## src/rtl/shader_sequencer.sv

```systemverilog
`default_nettype none
// ============================================================================
// Module   : shader_sequencer
// Purpose  : Frame controller for the pixel_shader array: broadcast voxels,
//            then palette entries, then scan the grid onto a pixel stream.
// Revision : 1.0
// ============================================================================
module shader_sequencer #(
  parameter int ROWS            = 4,
  parameter int COLS            = 4,
  parameter int ROW_BITS        = 8,
  parameter int COL_BITS        = 8,
  parameter int COORD_BITS      = 8,
  parameter int PALETTE_BITS    = 8,
  parameter int PALETTE_ENTRIES = 16,
  parameter int PIXEL_BITS      = 8,
  parameter int VOXEL_ADDR_BITS = 10
) (
  input  logic                                 clock,
  input  logic                                 reset,
  input  logic                                 start,
  input  logic [VOXEL_ADDR_BITS:0]             num_voxels,
  output logic                                 busy,
  output logic                                 frame_done,
  output logic [VOXEL_ADDR_BITS-1:0]           voxel_addr,
  output logic                                 voxel_rd,
  input  logic [3*COORD_BITS+PALETTE_BITS-1:0] voxel_rdata,
  output logic [PALETTE_BITS-1:0]              palette_addr,
  output logic                                 palette_rd,
  input  logic [PIXEL_BITS-1:0]                palette_rdata,
  output logic                                 do_rasterize,
  output logic                                 do_shade,
  output logic [COORD_BITS-1:0]                voxel_x,
  output logic [COORD_BITS-1:0]                voxel_y,
  output logic [COORD_BITS-1:0]                voxel_z,
  output logic [PALETTE_BITS-1:0]              voxel_id,
  output logic [PIXEL_BITS-1:0]                palette_entry,
  input  logic                                 rasterizing_done,
  input  logic                                 shading_done,
  output logic [ROW_BITS-1:0]                  row,
  output logic [COL_BITS-1:0]                  col,
  input  logic [PIXEL_BITS-1:0]                pixel,
  output logic                                 px_valid,
  input  logic                                 px_ready,
  output logic [PIXEL_BITS-1:0]                px_data,
  output logic [ROW_BITS-1:0]                  px_row,
  output logic [COL_BITS-1:0]                  px_col,
  output logic                                 px_last
);

  localparam logic [ROW_BITS-1:0]   c_ROW_LAST = ROW_BITS'(ROWS - 1);
  localparam logic [COL_BITS-1:0]   c_COL_LAST = COL_BITS'(COLS - 1);
  localparam logic [PALETTE_BITS:0] c_PAL_LAST = (PALETTE_BITS+1)'(PALETTE_ENTRIES - 1);

  typedef enum logic [3:0] {
    S_IDLE    = 4'd0,
    S_V_FETCH = 4'd1,
    S_V_LATCH = 4'd2,
    S_V_PULSE = 4'd3,
    S_V_WAIT  = 4'd4,
    S_P_FETCH = 4'd5,
    S_P_LATCH = 4'd6,
    S_P_PULSE = 4'd7,
    S_P_WAIT  = 4'd8,
    S_R_SEL   = 4'd9,
    S_R_OUT   = 4'd10,
    S_DONE    = 4'd11
  } state_t;

  state_t                      r_state;
  state_t                      w_next;
  logic [VOXEL_ADDR_BITS:0]    r_nvox;
  logic [VOXEL_ADDR_BITS:0]    r_vidx;
  logic [VOXEL_ADDR_BITS:0]    w_vidx_inc;
  logic [PALETTE_BITS:0]       r_pidx;
  logic [ROW_BITS-1:0]         r_row;
  logic [COL_BITS-1:0]         r_col;
  logic [COORD_BITS-1:0]       r_voxel_x;
  logic [COORD_BITS-1:0]       r_voxel_y;
  logic [COORD_BITS-1:0]       r_voxel_z;
  logic [PALETTE_BITS-1:0]     r_voxel_id;
  logic [PIXEL_BITS-1:0]       r_palette_entry;
  logic [PIXEL_BITS-1:0]       r_px_data;
  logic [ROW_BITS-1:0]         r_px_row;
  logic [COL_BITS-1:0]         r_px_col;
  logic                        r_last;
  logic                        w_scan;

  assign w_vidx_inc = r_vidx + 1'b1;
  assign w_scan     = (r_state == S_R_SEL) || (r_state == S_R_OUT);

  always_ff @(posedge clock or posedge reset) begin
    if (reset) r_state <= S_IDLE;
    else       r_state <= w_next;
  end

  always_comb begin
    w_next = r_state;
    case (r_state)
      S_IDLE:    if (start) w_next = (num_voxels == '0) ? S_P_FETCH : S_V_FETCH;
      S_V_FETCH: w_next = S_V_LATCH;
      S_V_LATCH: w_next = S_V_PULSE;
      S_V_PULSE: w_next = S_V_WAIT;
      S_V_WAIT:  if (rasterizing_done) w_next = (w_vidx_inc < r_nvox) ? S_V_FETCH : S_P_FETCH;
      S_P_FETCH: w_next = S_P_LATCH;
      S_P_LATCH: w_next = S_P_PULSE;
      S_P_PULSE: w_next = S_P_WAIT;
      S_P_WAIT:  if (shading_done) w_next = (r_pidx == c_PAL_LAST) ? S_R_SEL : S_P_FETCH;
      S_R_SEL:   w_next = S_R_OUT;
      S_R_OUT:   if (px_ready) w_next = r_last ? S_DONE : S_R_SEL;
      S_DONE:    w_next = S_IDLE;
      default:   w_next = S_IDLE;
    endcase
  end

  always_ff @(posedge clock or posedge reset) begin
    if (reset) begin
      r_nvox          <= '0;
      r_vidx          <= '0;
      r_pidx          <= '0;
      r_row           <= '0;
      r_col           <= '0;
      r_voxel_x       <= '0;
      r_voxel_y       <= '0;
      r_voxel_z       <= '0;
      r_voxel_id      <= '0;
      r_palette_entry <= '0;
      r_px_data       <= '0;
      r_px_row        <= '0;
      r_px_col        <= '0;
      r_last          <= 1'b0;
    end else begin
      case (r_state)
        S_IDLE: if (start) begin
          r_nvox <= num_voxels;
          r_vidx <= '0;
          r_pidx <= '0;
          r_row  <= '0;
          r_col  <= '0;
        end
        S_V_LATCH: {r_voxel_id, r_voxel_z, r_voxel_y, r_voxel_x} <= voxel_rdata;
        S_V_WAIT:  if (rasterizing_done) r_vidx <= w_vidx_inc;
        S_P_LATCH: begin
          r_palette_entry <= palette_rdata;
          r_voxel_id      <= r_pidx[PALETTE_BITS-1:0];
        end
        S_P_WAIT:  if (shading_done) r_pidx <= r_pidx + 1'b1;
        S_R_SEL: begin
          r_px_data <= pixel;
          r_px_row  <= r_row;
          r_px_col  <= r_col;
          r_last    <= (r_row == c_ROW_LAST) && (r_col == c_COL_LAST);
        end
        // Grid position advances only on a completed handshake
        S_R_OUT: if (px_ready && !r_last) begin
          if (r_col == c_COL_LAST) begin
            r_col <= '0;
            r_row <= r_row + 1'b1;
          end else begin
            r_col <= r_col + 1'b1;
          end
        end
        default: ;
      endcase
    end
  end

  assign busy          = (r_state != S_IDLE);
  assign frame_done    = (r_state == S_DONE);
  assign voxel_rd      = (r_state == S_V_FETCH);
  assign voxel_addr    = r_vidx[VOXEL_ADDR_BITS-1:0];
  assign palette_rd    = (r_state == S_P_FETCH);
  assign palette_addr  = r_pidx[PALETTE_BITS-1:0];
  assign do_rasterize  = (r_state == S_V_PULSE);
  assign do_shade      = (r_state == S_P_PULSE);
  assign voxel_x       = r_voxel_x;
  assign voxel_y       = r_voxel_y;
  assign voxel_z       = r_voxel_z;
  assign voxel_id      = r_voxel_id;
  assign palette_entry = r_palette_entry;
  // All-ones select keeps every shader off the shared pixel bus
  assign row           = w_scan ? r_row : '1;
  assign col           = w_scan ? r_col : '1;
  assign px_valid      = (r_state == S_R_OUT);
  assign px_data       = r_px_data;
  assign px_row        = r_px_row;
  assign px_col        = r_px_col;
  assign px_last       = r_last && (r_state == S_R_OUT);

endmodule
`default_nettype wire

```

## config.mk

```make
export PLATFORM = sky130hd
export DESIGN_NAME = shader_sequencer
export DESIGN_NICKNAME = d
export VERILOG_FILES = /design/src/rtl/shader_sequencer.sv
export SDC_FILE = /design/constraint.sdc
export NUM_CORES = 1
export LEC_CHECK = 0
export BUFFER_PORTS_ARGS = -buffer_cell sky130_fd_sc_hd__buf_2
export CAP_MARGIN = 20
export CORE_ASPECT_RATIO = 1.2
export CORE_MARGIN = 5
export CORE_UTILIZATION = 39
export DETAILED_ROUTE_END_ITERATION = 12
export GPL_ROUTABILITY_DRIVEN = 0
export PLACE_DENSITY = 0.73
export SLEW_MARGIN = 20
export SYNTH_ARGS = -nofsm -noshare
export SYNTH_HDL_FRONTEND = slang
export SYNTH_SLANG_ARGS = --single-unit
```

## constraint.sdc

```tcl
create_clock -name clock -period 7.1 [get_ports clock]
set_clock_uncertainty 0.2 [all_clocks]
set_input_delay 1.42 -clock clock [delete_from_list [all_inputs] [get_ports clock]]
set_output_delay 1.42 -clock clock [all_outputs]
set_load 0.02 [all_outputs]
```

==> flow_metrics.tcl <==
set metrics [dict create \
    outcome "finished clean" \
    leakage_nw 3.483 \
    r2r-start "r_vidx[0]" \
    period_minus_slack_ns 4.554 \
    fillers 1304 \
    cts_buffers 17 \
    first_iter_violations 241 \
    fin_util 0.4980 \
    power_mw 2.848 \
    cp_data_arrival_time_ns 2.93 \
    grt.overflow.total 0 \
    ir_worst_vdd_mv 0.1655 \
    ys.flop_type "dfrtp_1" \
    path_class "reg2out" \
    cts-root-buf "clkbuf_16" \
    synth_cell_types 51 \
    rsz0062_at_grt "no" \
    cts-htree-levels 4 \
    antenna_cells 0 \
    first_pass_iters 4 \
    startpoint "r_state[2]" \
    drive_gt1_frac 0.4113 \
    initial_utilization 0.3962 \
    die_h_um 142.6 \
    min_period_over_period 0.6414 \
    core_um2 14410 \
    grt_pass1_vias 4621 \
    clk_pin_slew_ns 0.05 \
    synthArstFlopShare 1.000 \
    clock_path_buffers 2 \
    post_cts_resized 0 \
    fmax_mhz 219.6 \
    dieArea_um2 17170 \
    post_cts_buffers 0 \
    max_cap_violations 0 \
    hold_viol 0 \
    drc 0 \
    critical_path_required_ns 5.48 \
    hp-start "r_nvox[0]" \
    ioPinCount 171 \
    slew_violations 0 \
    wl_per_cell_um 15.98 \
    clk_latency_ns 0.41 \
    yosys_warnings 0 \
    vias_per_cell 5.206 \
    worst_slew_pin_slew_ns 0.9663 \
    clock_sink_count 116 \
    antenna_found_initial 1 \
    syn_to_final_growth_pct 25.70 \
    synth.avg_cell_area_um2 10.86 \
    layout_common_cells "170 x buf_2, 116 x dfrtp_1, 57 x mux2_2" \
    hold_buffers 0 \
    synthCells 526 \
    crit_fanout 28 \
    nets 760 \
    rows 48 \
    syn_area_um2 5710 \
    setup-tns-final_ns 0 \
    gr-usage-all-layers 0.1667 \
    cts_tree "built" \
    place_ws_ns 2.910 \
    min_path_type "reg2reg" \
    port_buffers 170 \
    vias 4519 \
    grt_max_degree 61 \
    hpwl_um 9946 \
    ant_nets 0 \
    grt_pass1_wl_um 22810 \
    setup_ws_ns 2.546 \
    power.density_nw_per_um2 396.7 \
    drt-total-wl_um 13870 \
    hold_slack_ns 0.2845 \
    slew_headroom 0.3558 \
    endpoint_kind "primary output" \
    timing.final.setup_violations 0 \
    fp.dieW_um 120.5 \
    synth_nets 605 \
    synth_edf_count 0 \
    cp-start-kind "flip-flop" \
    synth-seq-cells 116 \
    ys_seq_area_frac 0.5083 \
    mostFrequentLayoutCell "buf_2" \
]
## worst paths after layout
kind	to	depth (start not counted)	slack, ns
worst max-delay path	row[2]	6	2.55
worst min-delay path	r_nvox[0]	2	0.28
min in group asynchronous	voxel_y[7]	2	0.92
worst max register to register	r_state[2]	9	3.95
worst min register to register	r_nvox[0]	2	0.28
max in group asynchronous	r_row[5]	3	4.58
## state kept, by name, summed over array words and instances (netlist names)
register / cells
r_nvox: 11
r_vidx: 11
r_pidx: 9
palette_entry: 8
px_col: 8
px_data: 8
px_row: 8
r_col: 8
r_row: 8
voxel_id: 8
voxel_x: 8
voxel_y: 8
voxel_z: 8
r_state: 4
r_last: 1
## Yosys cell counts (2+ instances only)
master / n / share of area
nor4_1: 8 / 0.0088
a2111oi_0: 2 / 0.0031
nand2b_1: 6 / 0.0066
or3_1: 7 / 0.0077
nor3_1: 8 / 0.0070
nor4b_1: 5 / 0.0077
nand3_1: 11 / 0.0096
and2_1: 4 / 0.0044
o21ai_0: 23 / 0.020
o21a_1: 2 / 0.0026
a21oi_1: 23 / 0.020
or4_1: 9 / 0.012
dfrtp_1: 116 / 0.51
nor2b_1: 2 / 0.0022
nor2_1: 30 / 0.020
a22o_1: 7 / 0.011
nand4_1: 10 / 0.011
or2_2: 16 / 0.018
buf_2: 10 / 0.0088
buf_4: 18 / 0.024
o211ai_1: 6 / 0.0079
a22oi_1: 2 / 0.0026
o21bai_1: 5 / 0.0066
xor2_1: 4 / 0.0061
nand2_1: 42 / 0.028
inv_1: 19 / 0.012
mux2_2: 57 / 0.11
and3_1: 4 / 0.0044
a21o_1: 2 / 0.0026
clkbuf_1: 10 / 0.0066
ha_1: 14 / 0.031
mux2i_1: 10 / 0.018
o31ai_1: 5 / 0.0066
xnor2_1: 12 / 0.018
## metal layers
| layer | global-route usage | vias to the layer above | routed length, um |
|---|---|---|---|
| met3 | 0.04612 | 24 | 939 |
| met4 | 0.06862 | 2 | 261 |
| met2 | 0.2711 | 165 | 6480 |
| met5 | 0 | - | 13 |
| li1 | - | 2180 | - |
| met1 | 0.2104 | 2148 | 6178 |
## critical path, stage by stage (launching register included)
cell	delay, ns
dfrtp_1	0.96
nand2b_1	0.28
nor2_2	0.06
buf_4	0.25
nor2_1	0.59
or2_2	0.22
buf_2	0.16
## final cells by class
class | count | area, um2 | area share
clock inverter | 10 | 106.4 | 0.01482
timing repair buffer | 175 | 888.4 | 0.1238
multi-input combinational | 352 | 2517 | 0.3507
clock buffer | 21 | 470.5 | 0.06554
inverter | 19 | 73.82 | 0.01028
sequential | 116 | 2903 | 0.4044
tap | 175 | 219.0 | 0.03050
## kinds of logic (layout without fill, tap and decap cells)
| logic type | after synthesis | after routing | share of synthesized area |
|---|---|---|---|
| simple gates | 171 | 171 | 0.1610 |
| flops | 116 | 116 | 0.5083 |
| compound gates | 84 | 84 | 0.09334 |
| mux | 67 | 67 | 0.1299 |
| buf+inv | 58 | 225 | 0.05215 |
| xor+xnor | 16 | 16 | 0.02454 |
| fa+ha+maj | 14 | 14 | 0.03068 |
## metrics by stage
stage          area, um2  std cells
3_3_place_gp        6601        837
4_1_cts             7178        868
6_report            7178        868
2_1_floorplan       5710        526
3_5_place_dp        6601        837
5_1_grt             7178        868
## power by group
part / internal (mW) / switching [mW]
combinational: 0.417 / 0.595
sequential: 0.853 / 0.145
clock: 0.538 / 0.300
total: 1.81 / 1.04
No activity file was read; power rests on OpenSTA's default activity.
